--- src/rtl/response_framer_pkg.sv ---
// Shared constants and state encoding for the response framer.
// Frames look like LEN, SEQ, payload, CRC high, CRC low, sync.
package response_framer_pkg;

    localparam logic [7:0]  SYNC_BYTE = 8'h7E;
    localparam logic [7:0]  SEQ_MARK  = 8'h10;
    localparam logic [7:0]  FRAME_OVH = 8'd5;
    localparam logic [15:0] CRC_INIT  = 16'hFFFF;
    localparam logic [15:0] CRC_POLY  = 16'h8408;

    typedef enum logic [2:0] {
        ST_IDLE,
        ST_LEN,
        ST_SEQ,
        ST_PAYLOAD,
        ST_CRC_HI,
        ST_CRC_LO,
        ST_SYNC,
        ST_DRAIN
    } state_t;

endpackage

--- src/rtl/response_framer_if.sv ---
// Byte stream toward the USB/UART transmitter: valid/ready handshake.
interface response_framer_if;

    logic [7:0] tx_data;
    logic       tx_valid;
    logic       tx_ready;

    modport master (output tx_data, output tx_valid, input tx_ready);
    modport slave  (input tx_data, input tx_valid, output tx_ready);

endinterface

--- src/rtl/response_framer_crc.sv ---
// Combinational CRC-16 (reflected poly 0x8408) update by one byte.
module crc16_ccitt_byte
    import response_framer_pkg::*;
(
    input  logic [15:0] crc_in,
    input  logic [7:0]  data_in,
    output logic [15:0] crc_out
);

    always_comb begin
        logic [15:0] c;
        c = crc_in ^ {8'h00, data_in};
        for (int i = 0; i < 8; i++) begin
            c = c[0] ? ((c >> 1) ^ CRC_POLY) : (c >> 1);
        end
        crc_out = c;
    end

endmodule

--- src/rtl/response_framer.sv ---
// Frames queued responses (length FIFO + payload ring) into CRC-protected packets.
// Define FRAMER_STATS_EN to build the saturating frame/drop statistics counters.
module response_framer
    import response_framer_pkg::*;
#(
    parameter int LEN_BITS    = 8,
    parameter int MAX_PAYLOAD = 59
) (
    input  logic                clk,
    input  logic                rst_n,
    input  logic [LEN_BITS-1:0] len_data,
    input  logic                len_empty,
    output logic                len_rd_en,
    input  logic [7:0]          ring_data,
    input  logic                ring_empty,
    output logic                ring_rd_en,
    input  logic [3:0]          seq,
    response_framer_if.master   tx,
    output logic                drop,
    output logic [15:0]         frame_count,
    output logic [15:0]         drop_count
);

    localparam logic [LEN_BITS-1:0] MAX_LEN = LEN_BITS'(MAX_PAYLOAD);

    state_t              state;
    logic [LEN_BITS-1:0] len_q;
    logic [LEN_BITS-1:0] cnt_q;
    logic [LEN_BITS-1:0] cnt_inc;
    logic [3:0]          seq_q;
    logic [15:0]         crc_q;
    logic [15:0]         crc_nxt;
    logic [7:0]          tx_data_r;
    logic                tx_valid_r;
    logic                len_rd_en_r;
    logic                drop_r;
    logic                in_payload;
    logic                xfer;
    logic                drain_pop;

    // Payload bytes stream straight from the ring; header/trailer bytes come from registers.
    assign in_payload  = (state == ST_PAYLOAD);
    assign tx.tx_valid = in_payload ? !ring_empty : tx_valid_r;
    assign tx.tx_data  = in_payload ? ring_data : tx_data_r;
    assign xfer        = tx.tx_valid && tx.tx_ready;
    assign cnt_inc     = cnt_q + LEN_BITS'(1);
    assign drain_pop   = (state == ST_DRAIN) && (cnt_q != len_q) && !ring_empty;
    assign ring_rd_en  = (in_payload && xfer) || drain_pop;
    assign len_rd_en   = len_rd_en_r;
    assign drop        = drop_r;

    // The byte on the wire is always the byte folded into the CRC.
    crc16_ccitt_byte u_crc (
        .crc_in  (crc_q),
        .data_in (tx.tx_data),
        .crc_out (crc_nxt)
    );

    always_ff @(posedge clk or negedge rst_n) begin
        if (!rst_n) begin
            state       <= ST_IDLE;
            len_q       <= '0;
            cnt_q       <= '0;
            seq_q       <= '0;
            crc_q       <= CRC_INIT;
            tx_data_r   <= '0;
            tx_valid_r  <= 1'b0;
            len_rd_en_r <= 1'b0;
            drop_r      <= 1'b0;
        end else begin
            len_rd_en_r <= 1'b0;
            drop_r      <= 1'b0;
            case (state)
                ST_IDLE: begin
                    if (!len_empty) begin
                        len_q       <= len_data;
                        seq_q       <= seq;
                        cnt_q       <= '0;
                        crc_q       <= CRC_INIT;
                        len_rd_en_r <= 1'b1;
                        if (len_data == '0 || len_data > MAX_LEN) begin
                            state <= ST_DRAIN;
                        end else begin
                            state      <= ST_LEN;
                            tx_valid_r <= 1'b1;
                            tx_data_r  <= 8'(len_data) + FRAME_OVH;
                        end
                    end
                end
                ST_LEN: begin
                    if (xfer) begin
                        crc_q     <= crc_nxt;
                        tx_data_r <= SEQ_MARK | {4'h0, seq_q};
                        state     <= ST_SEQ;
                    end
                end
                ST_SEQ: begin
                    if (xfer) begin
                        crc_q      <= crc_nxt;
                        tx_valid_r <= 1'b0;
                        tx_data_r  <= '0;
                        state      <= ST_PAYLOAD;
                    end
                end
                ST_PAYLOAD: begin
                    if (xfer) begin
                        crc_q <= crc_nxt;
                        cnt_q <= cnt_inc;
                        if (cnt_inc == len_q) begin
                            tx_valid_r <= 1'b1;
                            tx_data_r  <= crc_nxt[15:8];
                            state      <= ST_CRC_HI;
                        end
                    end
                end
                ST_CRC_HI: begin
                    if (xfer) begin
                        tx_data_r <= crc_q[7:0];
                        state     <= ST_CRC_LO;
                    end
                end
                ST_CRC_LO: begin
                    if (xfer) begin
                        tx_data_r <= SYNC_BYTE;
                        state     <= ST_SYNC;
                    end
                end
                ST_SYNC: begin
                    if (xfer) begin
                        tx_valid_r <= 1'b0;
                        tx_data_r  <= '0;
                        state      <= ST_IDLE;
                    end
                end
                ST_DRAIN: begin
                    if (cnt_q == len_q) begin
                        drop_r <= 1'b1;
                        state  <= ST_IDLE;
                    end else if (!ring_empty) begin
                        cnt_q <= cnt_inc;
                    end
                end
                default: state <= ST_IDLE;
            endcase
        end
    end

`ifdef FRAMER_STATS_EN
    logic [15:0] frame_cnt_q;
    logic [15:0] drop_cnt_q;

    always_ff @(posedge clk or negedge rst_n) begin
        if (!rst_n) begin
            frame_cnt_q <= '0;
            drop_cnt_q  <= '0;
        end else begin
            if (state == ST_SYNC && xfer && frame_cnt_q != 16'hFFFF)
                frame_cnt_q <= frame_cnt_q + 16'd1;
            if (drop_r && drop_cnt_q != 16'hFFFF)
                drop_cnt_q <= drop_cnt_q + 16'd1;
        end
    end

    assign frame_count = frame_cnt_q;
    assign drop_count  = drop_cnt_q;
`else
    assign frame_count = '0;
    assign drop_count  = '0;
`endif

endmodule
--- src/flat_wrapper.sv ---
// flat-port wrapper written by rule: the top's interface ports become plain ports
module response_framer_flat import response_framer_pkg::*;
#(
    parameter int LEN_BITS    = 8,
    parameter int MAX_PAYLOAD = 59
)
  (clk, rst_n, len_data, len_empty, len_rd_en, ring_data, ring_empty, ring_rd_en, seq, drop, frame_count, drop_count, tx_tx_data, tx_tx_valid, tx_tx_ready);
  response_framer_if tx_i ();
  input  logic clk;
  input  logic rst_n;
  input  logic [LEN_BITS-1:0] len_data;
  input  logic len_empty;
  output logic len_rd_en;
  input  logic [7:0] ring_data;
  input  logic ring_empty;
  output logic ring_rd_en;
  input  logic [3:0] seq;
  output logic drop;
  output logic [15:0] frame_count;
  output logic [15:0] drop_count;
  output wire logic [$bits(tx_i.tx_data)-1:0] tx_tx_data;
  output wire logic [$bits(tx_i.tx_valid)-1:0] tx_tx_valid;
  input wire logic [$bits(tx_i.tx_ready)-1:0] tx_tx_ready;
  assign tx_tx_data = tx_i.tx_data;
  assign tx_tx_valid = tx_i.tx_valid;
  assign tx_i.tx_ready = tx_tx_ready;
  response_framer #(.LEN_BITS(LEN_BITS), .MAX_PAYLOAD(MAX_PAYLOAD)) u_core (.clk(clk), .rst_n(rst_n), .len_data(len_data), .len_empty(len_empty), .len_rd_en(len_rd_en), .ring_data(ring_data), .ring_empty(ring_empty), .ring_rd_en(ring_rd_en), .seq(seq), .tx(tx_i), .drop(drop), .frame_count(frame_count), .drop_count(drop_count));
endmodule
--- config.mk ---
export PLATFORM = sky130hd
export DESIGN_NAME = response_framer_flat
export DESIGN_NICKNAME = d
export VERILOG_FILES = /design/src/rtl/response_framer_pkg.sv /design/src/rtl/response_framer_if.sv /design/src/rtl/response_framer_crc.sv /design/src/rtl/response_framer.sv /design/src/flat_wrapper.sv
export SDC_FILE = /design/constraint.sdc
export NUM_CORES = 1
export LEC_CHECK = 0
export BUFFER_PORTS_ARGS = -buffer_cell sky130_fd_sc_hd__buf_2
export CORE_ASPECT_RATIO = 0.9
export CORE_MARGIN = 4
export CORE_UTILIZATION = 47
export DETAILED_ROUTE_END_ITERATION = 16
export PLACE_DENSITY = 0.66
export RECOVER_POWER = 25
export SYNTH_ARGS = -nofsm -noshare
export SYNTH_HDL_FRONTEND = slang
export SYNTH_SLANG_ARGS = --single-unit
--- constraint.sdc ---
create_clock -name clk -period 3.4 [get_ports clk]
set_clock_uncertainty 0.1 [all_clocks]
set_input_delay 0.34 -clock clk [delete_from_list [all_inputs] [get_ports clk]]
set_output_delay 0.34 -clock clk [all_outputs]
set_load 0.01 [all_outputs]
==> results.ini <==
[status]
status = finished clean

[die]
die_area_sq_um = 8710
core-area_sq_um = 7080
die_w_um = 97.9
ios = 69
core.rowCount = 29
die_y_um = 89.0
initial_core_util_pct = 48.4

[synthesis]
synth_simple_gate_area_share_pct = 13.7
synth.ff_latch_count = 50
synth_top_family_by_area = compound AO/OA/AOI/OAI gates
synth_largest_area_cell = dfrtp_1
synth_warnings = 0
syn-cell-area_sq_um = 3420
yosys-top-cells-area = dfrtp_1 (25%), dfstp_2 (12%), mux2_2 (8.6%), buf_4 (7.0%), xor2_1 (6.1%)
yosysSeqAreaShare_pct = 37.1
synth_xor_xnor_area_share_pct = 12.5
synthCells = 359
synth_cell_type_count = 58
synth_fa_ha_area_share_pct = 1.39
yosysTopAreaCellShare_pct = 24.9
synth_top_flop_cell = dfrtp_1
async_flop_share_pct = 100
synth_edf_count = 0
synth_mux_area_share_pct = 10.2
syn_avg_cell_area_sq_um = 9.53
synth_compound_area_share_pct = 15.1

[critical_path]
required_ns = 3.50
crit_type = reg -> reg
critPathCaptureType = flip-flop
arrival_ns = 3.18
path_max_fanout = 8
cp_slowest_cell = a211oi_4
crit_chain = ha_1 -> and3_1 -> a221oi_1 -> o21ai_0 -> a2111oi_4 -> nor3_2 -> a211oi_4 -> mux2_2
slowest_delay_ns = 0.49
r2r_slack_ns = 0.32
cp_top_family = compound AO/OA/AOI/OAI gates
critPathBufInv = 0
startpoint_type = flip-flop

[place]
portBuffers = 36
gp_congestion = 0.887
dp_hpwl_um = 5560
dp.cells = 475
placed_cell_area_sq_um = 3580

[clocking]
cts.reportedPaths.clkPinSlew_ns = 0.09
clkSinkCount = 50
cts_root_buffer = clkbuf_8
clock_path_buffers = 2
clk-insertion-delay-late_ns = 0.30
post_cts_resized = 0
cts_tree = built
cts_made_buffers = 5
cts_htree_levels = 2

[sta]
relSlewSlack_pct = 20.9
period_share_pct = 90.6
drv_slew = 0
finalCriticalPeriod_ns = 3.08
setup_viol = 0
setup_tns_ns = 0
tightest_slew_ns = 1.19
fmax_mhz = 325
finalHoldViolCount = 0
rsz0062_at_grt = false

[route]
ant_nets = 0
highest_layer = met4
drc_errors = 0
wl_um = 7560
viasPerCell = 5.44
wl_per_cell_um = 15.6
wirelength_met1_um = 3600
wl_met3_um = 492
drt_iter0_drc = 272
vias = 2633
firstDrtPassIters = 4
wl_met2_um = 3350

[final_layout]
postLayoutCellArea_sq_um = 3690
antennaDiodeCount = 0
finalNonFillerCells = 484
final_util_pct = 52.1
final_cell_mix = dfrtp_1 (34), buf_2 (33), conb_1 (32)
nFillCells = 665
area_growth_pct = 7.75
drive_above_1_share_pct = 24.3
nNetsFinal = 418
final_common_cell = dfrtp_1

[pwr]
fin_total_pwr_mw = 3.45
max-vdd-ir-drop_mv = 0.483
cellPowerDensity_nw_per_um2 = 935
leakagePower_nw = 1.62

[grt]
grt_usage_pct = 17.8
grt_pass1_wl_um = 12600
antenna_found_initial = 0
first_global_vias = 2466
grt_max_degree = 35
gr-total-overflow = 0

[job]
maxCapViolCount = 0

[hold_path]
hold_path_class = in -> reg

## repair_timing
item,4_1_cts,5_1_grt
setup buffers,0,0
hold endpoints to repair,21,0
setup endpoints to repair,0,0
hold buffers,1,0
## Yosys cell counts (all sizes together), types with 2 or more instances
cell type and count:
a211oi 2, a21o 2, a21oi 23, a22o 3
a31oi 3, a32o 2, and2 3, and3 3
buf 39, clkbuf 11, dfrtp 34, dfstp 16
ha 3, inv 6, mux2 27, mux2i 4
nand2 27, nand2b 5, nand3 4, nand3b 2
nand4 2, nor2 22, nor3 17, nor4 2
o211a 2, o21ai 21, o221ai 2, o22ai 2
o31ai 3, xnor2 22, xor2 24
## per-stage QoR
stage          setup WS, ns  hold WS [ns]
2_1_floorplan         0.624       -0.0556
6_report              0.320         0.165
3_3_place_gp          0.423         0.230
5_1_grt               0.169         0.166
4_1_cts               0.343         0.159
3_5_place_dp          0.376         0.243
## layout make-up
cell class              count  area, sq um  share of cell area [%]
multi-input cells         283         1940                    52.6
flip-flops and latches     50         1270                    34.5
repair buffers             43          229                    6.21
well taps                  93          116                    3.16
clock buffers               7         76.3                    2.07
clock inverters             1         30.0                   0.814
inverters                   7         26.3                   0.713
## flip-flops by register name, indices dropped and copies added, names as in the netlist
register           flops
u_core.len_q           8
u_core.seq_q           4
u_core.state           3
u_core.crc_q          16
u_core.cnt_q           8
u_core.drop            1
u_core.tx_valid_r      1
u_core.len_rd_en       1
u_core.tx_data_r       8
## cells by family after synthesis
family / count (synthesis)
simple gates: 93
xor+xnor: 47
flops: 50
buf+inv: 57
fa+ha+maj: 4
other cells: 1
compound gates: 76
mux: 31
## routing by layer
| metal | vias up | track usage [%] |
|---|---|---|
| met3 | 9 | 2.81 |
| li1 | 1251 | - |
| met1 | 1278 | 26.3 |
| met4 | 0 | 4.91 |
| met5 | - | 0 |
| met2 | 95 | 27.3 |
## worst paths after layout
check,depth (start not counted),start,endpoint
worst max-delay path,8,u_core.cnt_q[0],u_core.tx_data_r[3]
worst min-delay path,2,seq[3],u_core.seq_q[3]
worst max register to register,8,u_core.cnt_q[0],u_core.tx_data_r[3]
worst min register to register,1,u_core.tx_data_r[0],u_core.tx_data_r[0]
max in group asynchronous,3,rst_n,u_core.tx_data_r[5]
min in group asynchronous,2,rst_n,u_core.cnt_q[1]
## report_power, final
group / leakage (nW) / internal, mW / switching, mW
logic: 0.979 / 0.875 / 1.04
clock network: 0.0524 / 0.221 / 0.200
registers: 0.591 / 0.901 / 0.217
total: 1.62 / 2.00 / 1.45
Power figures use the tool's default switching activity.
